--- src/rtl/c7bmem_arb.sv ---
// Single-port memory arbiter merging instruction fetch and LSU load/store onto one bus.
// Optional round-robin between fetch and LSU: define C7B_MEM_ARB_RR_EN.
module c7bmem_arb #(
  parameter int unsigned AW = 32,
  parameter int unsigned DW = 64
) (
  input  logic            clk,
  input  logic            reset,
  input  logic            ifu_icu_req_ic1,
  input  logic [AW-1:0]   ifu_icu_addr_ic1,
  output logic            icu_ifu_ack_ic1,
  input  logic            ifu_icu_cancel,
  output logic [DW-1:0]   icu_ifu_data_ic2,
  output logic            icu_ifu_data_valid_ic2,
  input  logic            lsu_biu_rd_req,
  input  logic [AW-1:0]   lsu_biu_rd_addr,
  output logic            biu_lsu_rd_ack,
  output logic            biu_lsu_data_valid,
  output logic [DW-1:0]   biu_lsu_data,
  input  logic            lsu_biu_wr_req,
  input  logic [AW-1:0]   lsu_biu_wr_addr,
  input  logic [DW-1:0]   lsu_biu_wr_data,
  input  logic [DW/8-1:0] lsu_biu_wr_strb,
  output logic            biu_lsu_wr_ack,
  output logic            biu_lsu_write_done,
  output logic            mem_req,
  output logic            mem_we,
  output logic [AW-1:0]   mem_addr,
  output logic [DW-1:0]   mem_wdata,
  output logic [DW/8-1:0] mem_wstrb,
  input  logic            mem_gnt,
  input  logic            mem_rsp_valid,
  input  logic [DW-1:0]   mem_rdata
);

  typedef enum logic [1:0] {
    IDLE    = 2'd0,
    IF_WAIT = 2'd1,
    LD_WAIT = 2'd2,
    ST_WAIT = 2'd3
  } state_t;

  state_t state;
  state_t state_nxt;

  logic sel_if;
  logic sel_ld;
  logic sel_st;
  logic any_req;
  logic grant;
  logic cancel_pend;
  logic cancel_now;
  logic rsp_if;
  logic rsp_ld;
  logic rsp_st;

  assign any_req = ifu_icu_req_ic1 | lsu_biu_rd_req | lsu_biu_wr_req;

`ifdef C7B_MEM_ARB_RR_EN
  // last_if set: LSU favoured next; clear: fetch favoured next
  logic last_if;

  always_comb begin
    sel_if = 1'b0;
    sel_ld = 1'b0;
    sel_st = 1'b0;
    if (last_if) begin
      sel_st = lsu_biu_wr_req;
      sel_ld = lsu_biu_rd_req & ~lsu_biu_wr_req;
      sel_if = ifu_icu_req_ic1 & ~lsu_biu_wr_req & ~lsu_biu_rd_req;
    end else begin
      sel_if = ifu_icu_req_ic1;
      sel_st = lsu_biu_wr_req & ~ifu_icu_req_ic1;
      sel_ld = lsu_biu_rd_req & ~lsu_biu_wr_req & ~ifu_icu_req_ic1;
    end
  end

  always_ff @(posedge clk) begin
    if (reset) begin
      last_if <= 1'b1;
    end else if (grant) begin
      last_if <= sel_if;
    end
  end
`else
  // LSU beats fetch so an EXU stall on a load/store resolves first
  assign sel_st = lsu_biu_wr_req;
  assign sel_ld = lsu_biu_rd_req & ~lsu_biu_wr_req;
  assign sel_if = ifu_icu_req_ic1 & ~lsu_biu_wr_req & ~lsu_biu_rd_req;
`endif

  assign grant = mem_req & mem_gnt;

  always_ff @(posedge clk) begin
    if (reset) begin
      state <= IDLE;
    end else begin
      state <= state_nxt;
    end
  end

  always_comb begin
    state_nxt = state;
    case (state)
      IDLE: begin
        if (grant) begin
          if (sel_st) begin
            state_nxt = ST_WAIT;
          end else if (sel_ld) begin
            state_nxt = LD_WAIT;
          end else begin
            state_nxt = IF_WAIT;
          end
        end
      end
      IF_WAIT, LD_WAIT, ST_WAIT: begin
        if (mem_rsp_valid) begin
          state_nxt = IDLE;
        end
      end
      default: state_nxt = IDLE;
    endcase
  end

  // Bus request mux and same-cycle acks, held off during reset
  always_comb begin
    mem_req         = 1'b0;
    mem_we          = 1'b0;
    mem_addr        = '0;
    mem_wdata       = '0;
    mem_wstrb       = '0;
    icu_ifu_ack_ic1 = 1'b0;
    biu_lsu_rd_ack  = 1'b0;
    biu_lsu_wr_ack  = 1'b0;
    if ((state == IDLE) && !reset) begin
      mem_req = any_req;
      if (sel_st) begin
        mem_we    = 1'b1;
        mem_addr  = lsu_biu_wr_addr;
        mem_wdata = lsu_biu_wr_data;
        mem_wstrb = lsu_biu_wr_strb;
      end else if (sel_ld) begin
        mem_addr = lsu_biu_rd_addr;
      end else if (sel_if) begin
        mem_addr = ifu_icu_addr_ic1;
      end
      icu_ifu_ack_ic1 = sel_if & mem_gnt;
      biu_lsu_rd_ack  = sel_ld & mem_gnt;
      biu_lsu_wr_ack  = sel_st & mem_gnt;
    end
  end

  assign rsp_if     = (state == IF_WAIT) & mem_rsp_valid;
  assign rsp_ld     = (state == LD_WAIT) & mem_rsp_valid;
  assign rsp_st     = (state == ST_WAIT) & mem_rsp_valid;
  assign cancel_now = cancel_pend | ifu_icu_cancel;

  // Registered responses; a cancelled fetch completes on the bus but is swallowed
  always_ff @(posedge clk) begin
    if (reset) begin
      icu_ifu_data_valid_ic2 <= 1'b0;
      icu_ifu_data_ic2       <= '0;
      biu_lsu_data_valid     <= 1'b0;
      biu_lsu_data           <= '0;
      biu_lsu_write_done     <= 1'b0;
      cancel_pend            <= 1'b0;
    end else begin
      icu_ifu_data_valid_ic2 <= rsp_if & ~cancel_now;
      biu_lsu_data_valid     <= rsp_ld;
      biu_lsu_write_done     <= rsp_st;
      if (rsp_if && !cancel_now) begin
        icu_ifu_data_ic2 <= mem_rdata;
      end
      if (rsp_ld) begin
        biu_lsu_data <= mem_rdata;
      end
      if (rsp_if) begin
        cancel_pend <= 1'b0;
      end else if (ifu_icu_cancel && ((state == IF_WAIT) || icu_ifu_ack_ic1)) begin
        cancel_pend <= 1'b1;
      end
    end
  end

endmodule

--- config.mk ---
export PLATFORM = sky130hd
export DESIGN_NAME = c7bmem_arb
export DESIGN_NICKNAME = d
export VERILOG_FILES = /design/src/rtl/c7bmem_arb.sv
export SDC_FILE = /design/constraint.sdc
export NUM_CORES = 1
export LEC_CHECK = 0
export ABC_AREA = 1
export BUFFER_PORTS_ARGS = -buffer_cell sky130_fd_sc_hd__buf_2
export CORE_AREA = 10 10 177 179
export DETAILED_ROUTE_END_ITERATION = 12
export DIE_AREA = 0 0 187 189
export PLACE_DENSITY = 0.59
export SYNTH_ARGS = -nofsm -noshare
export SYNTH_HDL_FRONTEND = slang
export SYNTH_SLANG_ARGS = --single-unit
--- constraint.sdc ---
create_clock -name clk -period 3.6 [get_ports clk]
set_input_delay 0.36 -clock clk [delete_from_list [all_inputs] [get_ports clk]]
set_output_delay 0.36 -clock clk [all_outputs]
set_load 0.01 [all_outputs]
======== Word-level counts from Yosys, hierarchy flattened ========
Index checks and enable logic that the tools add are counted.
storage, ports and cells
  flip-flop bits (word level) ............. 134
  input bits .............................. 240
  output and inout port bits .............. 240
  logic and storage cells ................. 58
operators by class
  equality and inequality tests ........... 5
  multiplexer cells ....................... 19
  bitwise operators ....................... 17
  reductions and logical operators ........ 10
operator list
  operator                                             number
  2-to-1 mux 32 bit                                    4
  2-to-1 mux 64 bit                                    2
  2-to-1 mux 8 bit                                     2
  AND 1 bit                                            11
  2-to-1 mux 2 bit                                     4
  2-to-1 mux 1 bit                                     6
  equality test 2 bit, second input constant           2
  inequality test 2 bit, second input constant         2
  case mux 2 bit (2 select lines)                      1
  logical AND 1 bit                                    3
  inverter 1 bit                                       3
  bitwise OR 1 bit                                     3
  OR reduction 3 bit                                   1
  equality test 2 x 1 -> 1 bit, second input constant  1
  zero test 1 bit                                      2
  zero test 2 bit                                      1
  AND reduction 2 bit                                  1
  OR reduction 2 bit                                   1
  logical OR 1 bit                                     1

======== Depth between registers and ports, before layout ========
Gate-level depths: netlist of the first run.
  depth after elaboration ................. 7
  depth in mapped cells ................... 7
  depth with buffers taken out ............ 6

======== Least setup slack after synthesis of the first run ========
No wires, ideal clock.
  kind .................................... input to output
  start ................................... input port lsu_biu_wr_req
  end ..................................... output port mem_addr[10]
  arrival time ............................ 1.242 ns
  slack ................................... 1.998 ns
  stages .................................. 7
  buffers on the path ..................... 2
  cells stage by stage .................... buf_2 -> nor2_2 -> inv_1 -> nor2_4 -> buf_4 -> nand2_1 -> a31oi_1
on the way
  word-level cells in the longest chain between the ends .. 7
RTL lines
  item                    RTL line  RTL
  start, declared         20        input logic lsu_biu_wr_req,
  inverter 1 bit          88, 89
  AND 1 bit (2 in a row)  89        assign sel_if = ifu_icu_req_ic1 & ~lsu_biu_wr_req & ~lsu_biu_rd_req;
  2-to-1 mux 32 bit       144       end else if (sel_if) begin
  2-to-1 mux 32 bit       142       end else if (sel_ld) begin
  2-to-1 mux 32 bit *     137       if (sel_st) begin
  2-to-1 mux 32 bit *     135       if ((state == IDLE) && !reset) begin
  end, declared           28        output logic [AW-1:0] mem_addr,
Mark *: on every way between the ends. The rest lies on a longest branch, timed or not.

======== Final worst setup path of the first run ========
  start ................................... register state[0]
  end ..................................... output port mem_addr[29]
on the way
  word-level cells in the longest chain between the ends .. 3
RTL lines
  item                    RTL line  RTL
  start, declared         43        state_t state;
  start signal, assigned  98        state <= state_nxt;
  zero test 2 bit         135
  logical AND 1 bit       135
  2-to-1 mux 32 bit       135
No other way between the ends.

==> summary.txt, run 1 <==
Hold path
  • Worst Hold Depth: 3
  • Hold Path Origin: mem_rdata[44]
  • Worst Hold Class: in -> reg

Clock tree
  • Bufs on Longest Clock Path: 2
  • Worst-Skew Late Latency: 420 ps
  • Post-cts hold buffer count: 0
  • Post-CTS setup buffers: 0
  • Reg clk slew, reported paths: 60 ps
  • Clock root buffer: clkbuf_16
  • H-tree depth: 4
  • # resized after CTS: 0
  • Num CTS Buffers: 17
  • Sink Count: 134
  • CTS tree: yes

STA
  • Setup violators final: 0
  • Slew Limit Fails: 0
  • Final hold violations: 0
  • Final hold slack: 178 ps
  • Sum Neg Setup Slack: 0 ps
  • Slew @ Worst Pin: 1150 ps
  • Final Cycle Share: 69.4%
  • Final Skew: 6.91 ps
  • Tmin final: 2500 ps
  • Worst slew margin: 23.2%
  • Fmax: 400 MHz
  • RSZ-0062 raised after global routing: no

Layout
  • Multi-input logic area: 2740 um2
  • Share of post-route cells with drive strength above 1: 38.8%
  • Area delta synth->final: 51.1%
  • Final nets: 1581
  • Fill cells: 3079
  • Reg area: 2680 um2
  • Design Area, Final: 9270 um2

Synthesis
  • Largest family of logic cells by synthesized area: simple AND/OR/NAND/NOR gates
  • Adder-cell share of the synthesized area: 0%
  • Synth Warn #: 0
  • Simple-gate share of the synthesized area: 25.0%
  • Share of the yosys chip area belonging to registers: 43.7%
  • Library cells used by synthesis: 21
  • Number of synthesized flops with an enable pin: 0
  • Most frequent cell after synthesis: nor2_1
  • Top_reg_cell synth: dfxtp_1
  • Xor/xnor cell area share of the yosys netlist: 0%
  • Mux share of post-synthesis cell area: 0%
  • Syn avg cell area: 6.77 um2
  • Post-Syn Area: 6130 um2
  • Ys async rst share: 0%
  • Area contributors post-synth: dfxtp_1 44%, nor2_1 13%, nand2_1 11%
  • Post-synthesis register bit count: 134
  • Net Count, Synth: 1146
  • Synth Instances: 906
  • Compound-Gate Fraction of Synth Area: 19.3%
  • Largest area contributor in the netlist: dfxtp_1
  • Commonest cells in the netlist: 208 x nor2_1, 177 x nand2_1, 134 x dfxtp_1, 80 x o21ai_0, 70 x inv_1
  • Area share of the largest cell type after synthesis: 43.7%

Power
  • Worst VDD drop: 0.000203 V
  • Final Power: 0.00403 W
  • Power Density: 435 nW/um2
  • P_int: 0.00298 W
  • P_sw: 0.00105 W
  • Clock group share of total power: 45.4%
  • Seq pwr share: 38.7%
  • Combinational power share: 15.8%
  • LEAKAGE: 4.82 nW
  • Sw Share: 26.1%

Placement
  • Placed inst area: 8640 um2
  • DP Wirelength: 25600 um
  • Gpl congestion: 0.938
  • PortBufs: 479

Setup path
  • Worst r2r path cells: 7
  • CP startpoint: state[0]
  • Worst r2r src: state[0]
  • Crit Path Max Fanout: 45
  • CP required: 3240 ps
  • Worst Setup Start Kind: flop
  • Crit path kind: reg -> out
  • CP endpoint kind: output pin
  • Critical Path AT: 2140 ps

Routing
  • Routed length per placed instance: 18.1 um
  • Initial drt markers: 353
  • Via count: 7440
  • First-pass DRT Iterations: 5
  • DRC Markers: 0
  • Post-Route WL: 31500 um
  • Via density: 4.28
  • Post-route ant nets: 0

Floorplanning
  • Die W: 187 um
  • Row count: 61
  • Core Box Area: 27600 um2
  • DIE AREA: 35300 um2
  • Die Height: 189 um
  • I/O pin total: 480
  • Initial core utilization: 22.2%

GRT
  • GRT Overall Usage: 16.7%
  • Global-route wire length before repair: 46000 um
  • Number of global-route vias before repair: 7250
  • GR Overflow Total: 0
  • Pin count of the biggest net entering global routing: 129
  • Initial antenna violation count: 14

Outcome
  • Status: finished clean

Job
  • # Max-Cap Violations: 0
-- through the flow --
stage	utilization (%)	worst slack, ps	std cells
6_report	33.6	1100	1738
4_1_cts	33.5	1060	1732
5_1_grt	33.5	958	1737
3_3_place_gp	31.3	1340	1700
3_5_place_dp	31.3	1270	1700
2_1_floorplan	-	2000	906
-- final timing paths --
path	to	slack [ps]
worst max-delay path	mem_addr[29]	1100
worst min-delay path	biu_lsu_data[44]	180
worst max register to register	icu_ifu_data_ic2[16]	1370
worst min register to register	icu_ifu_data_ic2[31]	440
-- critical path, cell delays in order, from the launching register on --
cell     delay [ps]
dfxtp_1         350
inv_2           130
nand3_4         390
buf_4           400
a31oi_1         240
buf_2           180
-- cells in the final DEF, fill, tap and decap left out --
cell          n
clkinv_4      1
dfxtp_1     134
nand2_1     177
buf_4        10
nand3_4       2
nor2_1      208
clkbuf_8      2
nand3_1       4
inv_2         4
o21ai_0      80
a31oi_1      32
buf_2       478
nor2_2        1
bufinv_16     4
diode_2       6
clkinvlp_4    1
inv_1        69
clkbuf_16    17
clkinv_2      3
o21ai_1      48
nor3_1        3
clkbuf_1      5
nor2_4        3
a21oi_1      68
-- routing by layer --
| layer | global-route usage (%) | wire (um) | part of all wire (%) |
|---|---|---|---|
| met5 | 0 | 85 | 0.27 |
| met4 | 7.04 | 983 | 3.1 |
| met3 | 6.89 | 2890 | 9.2 |
| met2 | 28.8 | 15400 | 49 |
| met1 | 17.8 | 12200 | 39 |
-- cells by family after synthesis --
| kind of cell | count (synthesis) |
|---|---|
| simple gates | 398 |
| buf+inv | 146 |
| compound gates | 228 |
| flops | 134 |
-- flip-flops by register name (all words and copies together) (netlist names) --
register                cells
icu_ifu_data_ic2           64
state                       2
icu_ifu_data_valid_ic2      1
biu_lsu_data_valid          1
biu_lsu_write_done          1
biu_lsu_data               64
cancel_pend                 1
-- power groups by stage --
stage                     Clock (W)  Combinational, W  Sequential [W]
final                       0.00183          0.000639         0.00156
after global routing        0.00194          0.000701         0.00157
after CTS                   0.00188          0.000649         0.00156
after detailed placement          0          0.000648         0.00159
after global placement            0          0.000647         0.00159
after floorplan                   0          0.000282         0.00162
-- cell type report --
type / instances / share of cell area [%]
Antenna cell: 6 / 0.162
Clock buffer: 24 / 5.09
Tap cell: 378 / 5.10
Clock inverter: 8 / 1.58
Inverter: 74 / 3.01
Multi-Input combinational cell: 626 / 29.5
Timing Repair Buffer: 488 / 26.6
Sequential cell: 134 / 28.9
(Power assumes the default switching activity.)
==> inputs of run 2 (changes only) <==
--- a/config.mk
+++ b/config.mk
@@ -7,9 +7,9 @@
 export LEC_CHECK = 0
 export ABC_AREA = 1
 export BUFFER_PORTS_ARGS = -buffer_cell sky130_fd_sc_hd__buf_2
-export CORE_AREA = 10 10 177 179
+export CORE_AREA = 10 10 178 180
 export DETAILED_ROUTE_END_ITERATION = 12
-export DIE_AREA = 0 0 187 189
+export DIE_AREA = 0 0 188 190
 export PLACE_DENSITY = 0.59
 export SYNTH_ARGS = -nofsm -noshare
 export SYNTH_HDL_FRONTEND = slang
==> constraint.sdc (replaced) <==
create_clock -name clk -period 2.45 [get_ports clk]
set_input_delay 0.245 -clock clk [delete_from_list [all_inputs] [get_ports clk]]
set_output_delay 0.245 -clock clk [all_outputs]
set_load 0.01 [all_outputs]
==> summary.txt, run 2 (synthesis results as in run 1) <==
Clock tree
  • Bufs on Longest Clock Path: 2 (unchanged)
  • Clock root buffer: clkbuf_16
  • CTS tree: yes
  • Reg clk slew, reported paths: 60 ps (about the same)
  • Post-CTS setup buffers: 0 (unchanged)
  • Post-cts hold buffer count: 0 (unchanged)
  • H-tree depth: 4 (unchanged)
  • Num CTS Buffers: 17 (unchanged)
  • # resized after CTS: 0 (unchanged)
  • Worst-Skew Late Latency: 420 ps (about the same)
  • Sink Count: 134 (unchanged)

Floorplanning
  • DIE AREA: 35700 um2 (+1.1%)
  • Die W: 188 um (+0.53%)
  • Core Box Area: 28200 um2 (+2.2%)
  • I/O pin total: 480 (unchanged)
  • Row count: 62 (+1.6%)
  • Initial core utilization: 21.7% (-0.48 points)
  • Die Height: 190 um (+0.53%)

Setup path
  • Worst Setup Start Kind: flop
  • CP required: 2200 ps (-1040 ps)
  • Critical Path AT: 1690 ps (-450 ps)
  • Crit path kind: reg -> out
  • CP endpoint kind: output pin
  • Crit Path Max Fanout: 32 (-29%)

STA
  • Final Skew: 11.7 ps (+4.80 ps)
  • Final hold violations: 0 (unchanged)
  • Final hold slack: 71.9 ps (-106 ps)
  • Setup violators final: 0 (unchanged)
  • Slew Limit Fails: 0 (unchanged)
  • Sum Neg Setup Slack: 0 ps (unchanged)
  • Slack of the critical path: 512 ps (-589 ps)
  • RSZ-0062 raised after global routing: no
  • Worst slew margin: 56.6% (+33 points)
  • Final Cycle Share: 79.1%
  • Tmin final: 1940 ps
  • Fmax: 516 MHz
  • Slew @ Worst Pin: 651 ps (-501 ps)

Power
  • LEAKAGE: 4.84 nW (+0.26%)
  • Power Density: 605 nW/um2 (+39%)
  • Sw Share: 26.5% (+0.49 points)
  • Clock group share of total power: 42.1% (-3.3 points)
  • P_sw: 0.00149 W (+42%)
  • Worst VDD drop: 0.000267 V (+31%)
  • Final Power: 0.00563 W (+40%)
  • P_int: 0.00413 W (+39%)
  • Seq pwr share: 40.8% (+2.1 points)
  • Combinational power share: 17.1% (+1.3 points)

Placement
  • Gpl congestion: 0.884 (-5.8%)
  • PortBufs: 479 (unchanged)
  • DP Wirelength: 25800 um (+0.84%)
  • DP Worst Slack: 600 ps (-669 ps)
  • Cells after DPL: 1708 (+0.47%)

Outcome
  • Status: finished clean

Routing
  • Initial drt markers: 444 (+26%)
  • First-pass DRT Iterations: 5 (unchanged)
  • Routed length per placed instance: 18.1 um (about the same)
  • DRC Markers: 0 (unchanged)
  • Post-Route WL: 31500 um (+0.17%)
  • Post-route ant nets: 0 (unchanged)
  • Via count: 7472 (+0.43%)
  • Via density: 4.29 (+0.31%)

GRT
  • GR Overflow Total: 0 (unchanged)
  • Met1 usage: 18.8% (+1.0 points)
  • Number of global-route vias before repair: 7392 (+2.0%)
  • Global route hottest layer: met2
  • Met2 usage: 27.7% (-1.1 points)
  • Pin count of the biggest net entering global routing: 129 (unchanged)
  • Met3 Use GR: 6.96% (+0.066 points)
  • Global-route wire length before repair: 46500 um (+0.99%)
  • Initial antenna violation count: 9 (-5)
  • GRT Overall Usage: 16.7% (about the same)

Layout
  • Fill cells: 3174 (+3.1%)
  • Top flop regs: biu_lsu_data: 64 flops, icu_ifu_data_ic2: 64 flops, state: 2 flops
  • Non-Filler Instances: 1740 (+0.12%)
  • Most frequent cells in the layout: 478 x buf_2, 208 x nor2_1, 177 x nand2_1, 134 x dfxtp_1, 80 x o21ai_0
  • Share of post-route cells with drive strength above 1: 39.0% (+0.16 points)
  • Commonest non-fill, non-tap cell in the layout: buf_2
  • Final nets: 1583 (+0.13%)
  • Area delta synth->final: 51.5%

Job
  • # Max-Cap Violations: 0 (unchanged)

Hold path
  • Worst Hold Class: in -> reg
-- run 2: worst paths after layout --
check                                           from  slack (ps)              endpoint  cells after the start
worst max-delay path                        state[0]         510          mem_addr[21]                      5
worst min-delay path                   mem_rdata[58]          70      biu_lsu_data[58]                      3
worst max register to register              state[0]         640  icu_ifu_data_ic2[60]                      7
worst min register to register  icu_ifu_data_ic2[13]         440  icu_ifu_data_ic2[13]                      2
-- run 2: power by group through the flow --
stage	sequential (W)	clock [W]	combinational, W
final	0.00229	0.00237	0.000962
after global routing	0.00230	0.00255	0.00106
after CTS	0.00229	0.00246	0.000976
after detailed placement	0.00234	0	0.000973
after global placement	0.00234	0	0.000973
after floorplan	0.00237	0	0.000415
-- run 2: per-layer routing --
metal  share of wire (%)  vias up
met5                0.20        -
met1                  39     3308
met2                  48      345
met3                 9.9       55
li1                    -     3754
met4                 2.6       10
-- run 2: area by class of cell --
class	instances	area (um2)	share of cell area [%]
multi-input cells	626	2740	29.4
inverters	74	278	2.99
well taps	384	480	5.17
clock inverters	4	47.5	0.512
flip-flops and latches	134	2680	28.9
diodes	5	12.5	0.135
clock buffers	23	498	5.36
repair buffers	490	2560	27.5
-- run 2: worst max-delay path, cell delays in order (launching register included) --
cell,delay (ps)
dfxtp_1,350
inv_2,130
nand3_4,110
buf_4,250
a31oi_1,240
buf_2,180
-- run 2: metrics by stage --
step | util [%] | area (um2)
floorplan | - | 6130
global placement | 30.9 | 8730
detailed placement | 30.9 | 8730
CTS | 32.9 | 9280
global route | 32.9 | 9290
finish | 32.9 | 9290
==> inputs of run 3 (changes only) <==
==> constraint.sdc (replaced) <==
create_clock -name clk -period 1.8 [get_ports clk]
set_input_delay 0.18 -clock clk [delete_from_list [all_inputs] [get_ports clk]]
set_output_delay 0.18 -clock clk [all_outputs]
set_load 0.01 [all_outputs]
==> summary.txt, run 3 (synthesis results as in run 1) <==
Outcome
  • Status: finished clean

Placement
  • Gpl congestion: 0.873 (-1.3%)
  • PortBufs: 479 (unchanged)
  • Cells after DPL: 1717 (+0.53%)
  • DP Wirelength: 24700 um (-4.3%)
  • Placed inst area: 8830 um2 (+1.1%)
  • DP Worst Slack: 130 ps (-470 ps)

Clock tree
  • H-tree depth: 4 (unchanged)
  • Clock root buffer: clkbuf_16
  • Bufs on Longest Clock Path: 2 (unchanged)
  • CTS tree: yes
  • Sink Count: 134 (unchanged)
  • Worst-Skew Late Latency: 420 ps (about the same)
  • Reg clk slew, reported paths: 60 ps (about the same)
  • Num CTS Buffers: 17 (unchanged)

GRT
  • Number of global-route vias before repair: 7714 (+4.4%)
  • Pin count of the biggest net entering global routing: 129 (unchanged)
  • GRT Overall Usage: 16.5% (-0.27 points)
  • Initial antenna violation count: 3 (-6)
  • GR Overflow Total: 0 (unchanged)
  • Global-route wire length before repair: 46600 um (+0.28%)

Routing
  • DRC Markers: 0 (unchanged)
  • Routed length per placed instance: 17.7 um (-2.3%)
  • Via density: 4.36 (+1.6%)
  • Post-Route WL: 31800 um (+0.90%)
  • Via count: 7839 (+4.9%)
  • First-pass DRT Iterations: 5 (unchanged)
  • Initial drt markers: 427 (-3.8%)
  • Post-route ant nets: 0 (unchanged)

Setup path
  • Crit path cell chain: inv_6, nand3_4, buf_12, buf_16, a31oi_4, buf_6
  • CP max stage delay: 360 ps (about the same)
  • Crit path kind: reg -> out
  • Crit Path Max Fanout: 6 (-81%)
  • CP endpoint kind: output pin
  • Buffer and inverter count on the worst path: 4 (+1)
  • Critical Path AT: 1620 ps (-70 ps)
  • CP required: 1620 ps (-580 ps)
  • Cell family with most CP delay: buffers and inverters
  • Reg2reg end: icu_ifu_data_ic2[14]
  • CP max stage cell: dfxtp_4
  • R2r setup slk: 280 ps (-360 ps)
  • Worst Setup Start Kind: flop
  • Worst r2r src: state[0]
  • Worst r2r path cells: 7 (unchanged)

Layout
  • Non-Filler Instances: 1797 (+3.3%)
  • Share of post-route cells with drive strength above 1: 43.0% (+4.0 points)
  • Final nets: 1638 (+3.5%)
  • Top flop regs: biu_lsu_data: 64 flops, icu_ifu_data_ic2: 64 flops, state: 2 flops
  • Fill cells: 3063 (-3.5%)
  • Commonest non-fill, non-tap cell in the layout: buf_2
  • Utilization after layout: 37.5% (+4.6 points)
  • Area delta synth->final: 72.4%
  • Most frequent cells in the layout: 460 x buf_2, 185 x nor2_1, 176 x nand2_1, 132 x dfxtp_1, 80 x o21ai_0
  • Design Area, Final: 10600 um2 (+14%)

Power
  • Seq pwr share: 36.0% (-4.8 points)
  • Combinational power share: 19.6% (+2.5 points)
  • P_int: 0.00633 W (+53%)
  • LEAKAGE: 5.26 nW (+8.7%)
  • Worst VDD drop: 0.000455 V (+71%)
  • Sw Share: 26.9% (+0.33 points)
  • Clock group share of total power: 44.4% (+2.3 points)
  • P_sw: 0.00233 W (+56%)
  • Power Density: 819 nW/um2 (+35%)

Hold path
  • Worst Hold Class: in -> reg
  • Hold Path Origin: mem_rdata[38]
  • Hold EP: biu_lsu_data[38]
  • Worst Hold Depth: 3 (unchanged)

STA
  • Slew @ Worst Pin: 671 ps (+19.5 ps)
  • Slack of the critical path: 2.59 ps (-509 ps)
  • Sum Neg Setup Slack: 0 ps (unchanged)
  • Final Skew: 10.5 ps (-1.25 ps)
  • Worst slew margin: 55.3% (-1.3 points)
  • RSZ-0062 raised after global routing: yes
  • Fmax: 556 MHz
  • Slew Limit Fails: 0 (unchanged)
  • Final hold violations: 0 (unchanged)
  • Final Cycle Share: 99.9%
  • Setup violators final: 0 (unchanged)
  • Tmin final: 1800 ps

Floorplanning
  • I/O pin total: 480 (unchanged)
  • Die W: 188 um (unchanged)
  • Row count: 62 (unchanged)
  • Initial core utilization: 21.7% (unchanged)
  • Die Height: 190 um (unchanged)
  • Core Box Area: 28200 um2 (unchanged)
  • DIE AREA: 35700 um2 (unchanged)

Job
  • # Max-Cap Violations: 0 (unchanged)
==> run 3: changes by cell type in the layout (fill, tap and decap cells not counted), moves of 6 or more <==
| cell | before | now |
|---|---|---|
| buf_6 | 0 | 21 |
| dlygate4sd3_1 | 0 | 27 |
| buf_4 | 6 | 19 |
| nor2_1 | 208 | 185 |
| buf_2 | 478 | 460 |
| a31oi_1 | 32 | 12 |
| buf_16 | 0 | 6 |
| a31oi_4 | 0 | 18 |
| nor2_2 | 1 | 21 |
==> run 3: worst reg2reg max path, cell delays in order (launching register included) <==
cell	delay [ps]
dfxtp_4	370
inv_6	50
buf_4	140
nor2_4	120
nand3_4	110
buf_12	210
o21ai_1	340
a21oi_1	70
==> run 3: metrics by stage <==
step | power (W) | hold WS (ps)
after floorplan | 0.00380 | 315
after global placement | 0.00451 | 418
after detailed placement | 0.00452 | 420
after CTS | 0.00867 | 0.311
after global routing | 0.00902 | 12.7
final | 0.00866 | 13.5
==> run 3: final cells by class <==
cell class	count	area, um2	area share (%)
inverters	74	288	2.72
flip-flops and latches	134	2690	25.4
clock inverters	12	203	1.92
clock buffers	19	443	4.19
multi-input cells	627	3120	29.5
well taps	384	480	4.54
repair buffers	544	3350	31.7
diodes	3	7.51	0.0710
==> run 3: how the worst max path moves through the flow <==
stage                     slack, ps  depth (start not counted)             to      from
after floorplan                 530                          5  mem_wdata[43]  state[0]
after global placement          120                          5   mem_addr[14]  state[0]
after detailed placement        130                          5   mem_addr[14]  state[0]
after CTS                       -70                          7  mem_wdata[37]  state[1]
after global routing            -60                          6   mem_addr[28]  state[0]
final                             3                          6   mem_addr[28]  state[0]
==> run 3: repair_timing <==
action	in CTS	in global routing
resized for setup	70	37
buffers inserted	9	0
endpoints found under the setup margin	99	74
endpoints found under the hold margin	27	0
pin swaps	2	2
hold buffers	27	0
cloned	5	6
==> run 3: layer usage <==
metal / vias up / part of all wire, % / track usage (%)
met5: - / 0.047 / 0
met4: 2 / 2.7 / 6.49
met3: 50 / 8.9 / 5.68
met2: 382 / 49 / 28.2
met1: 3531 / 39 / 18.4
li1: 3874 / - / -
==> run 3: power by group through the flow <==
stage	combinational [W]	clock (W)	sequential [W]
5_1_grt	0.00183	0.00406	0.00313
3_5_place_dp	0.00134	0	0.00318
3_3_place_gp	0.00133	0	0.00318
2_1_floorplan	0.000564	0	0.00323
6_report	0.00170	0.00385	0.00312
4_1_cts	0.00161	0.00394	0.00312
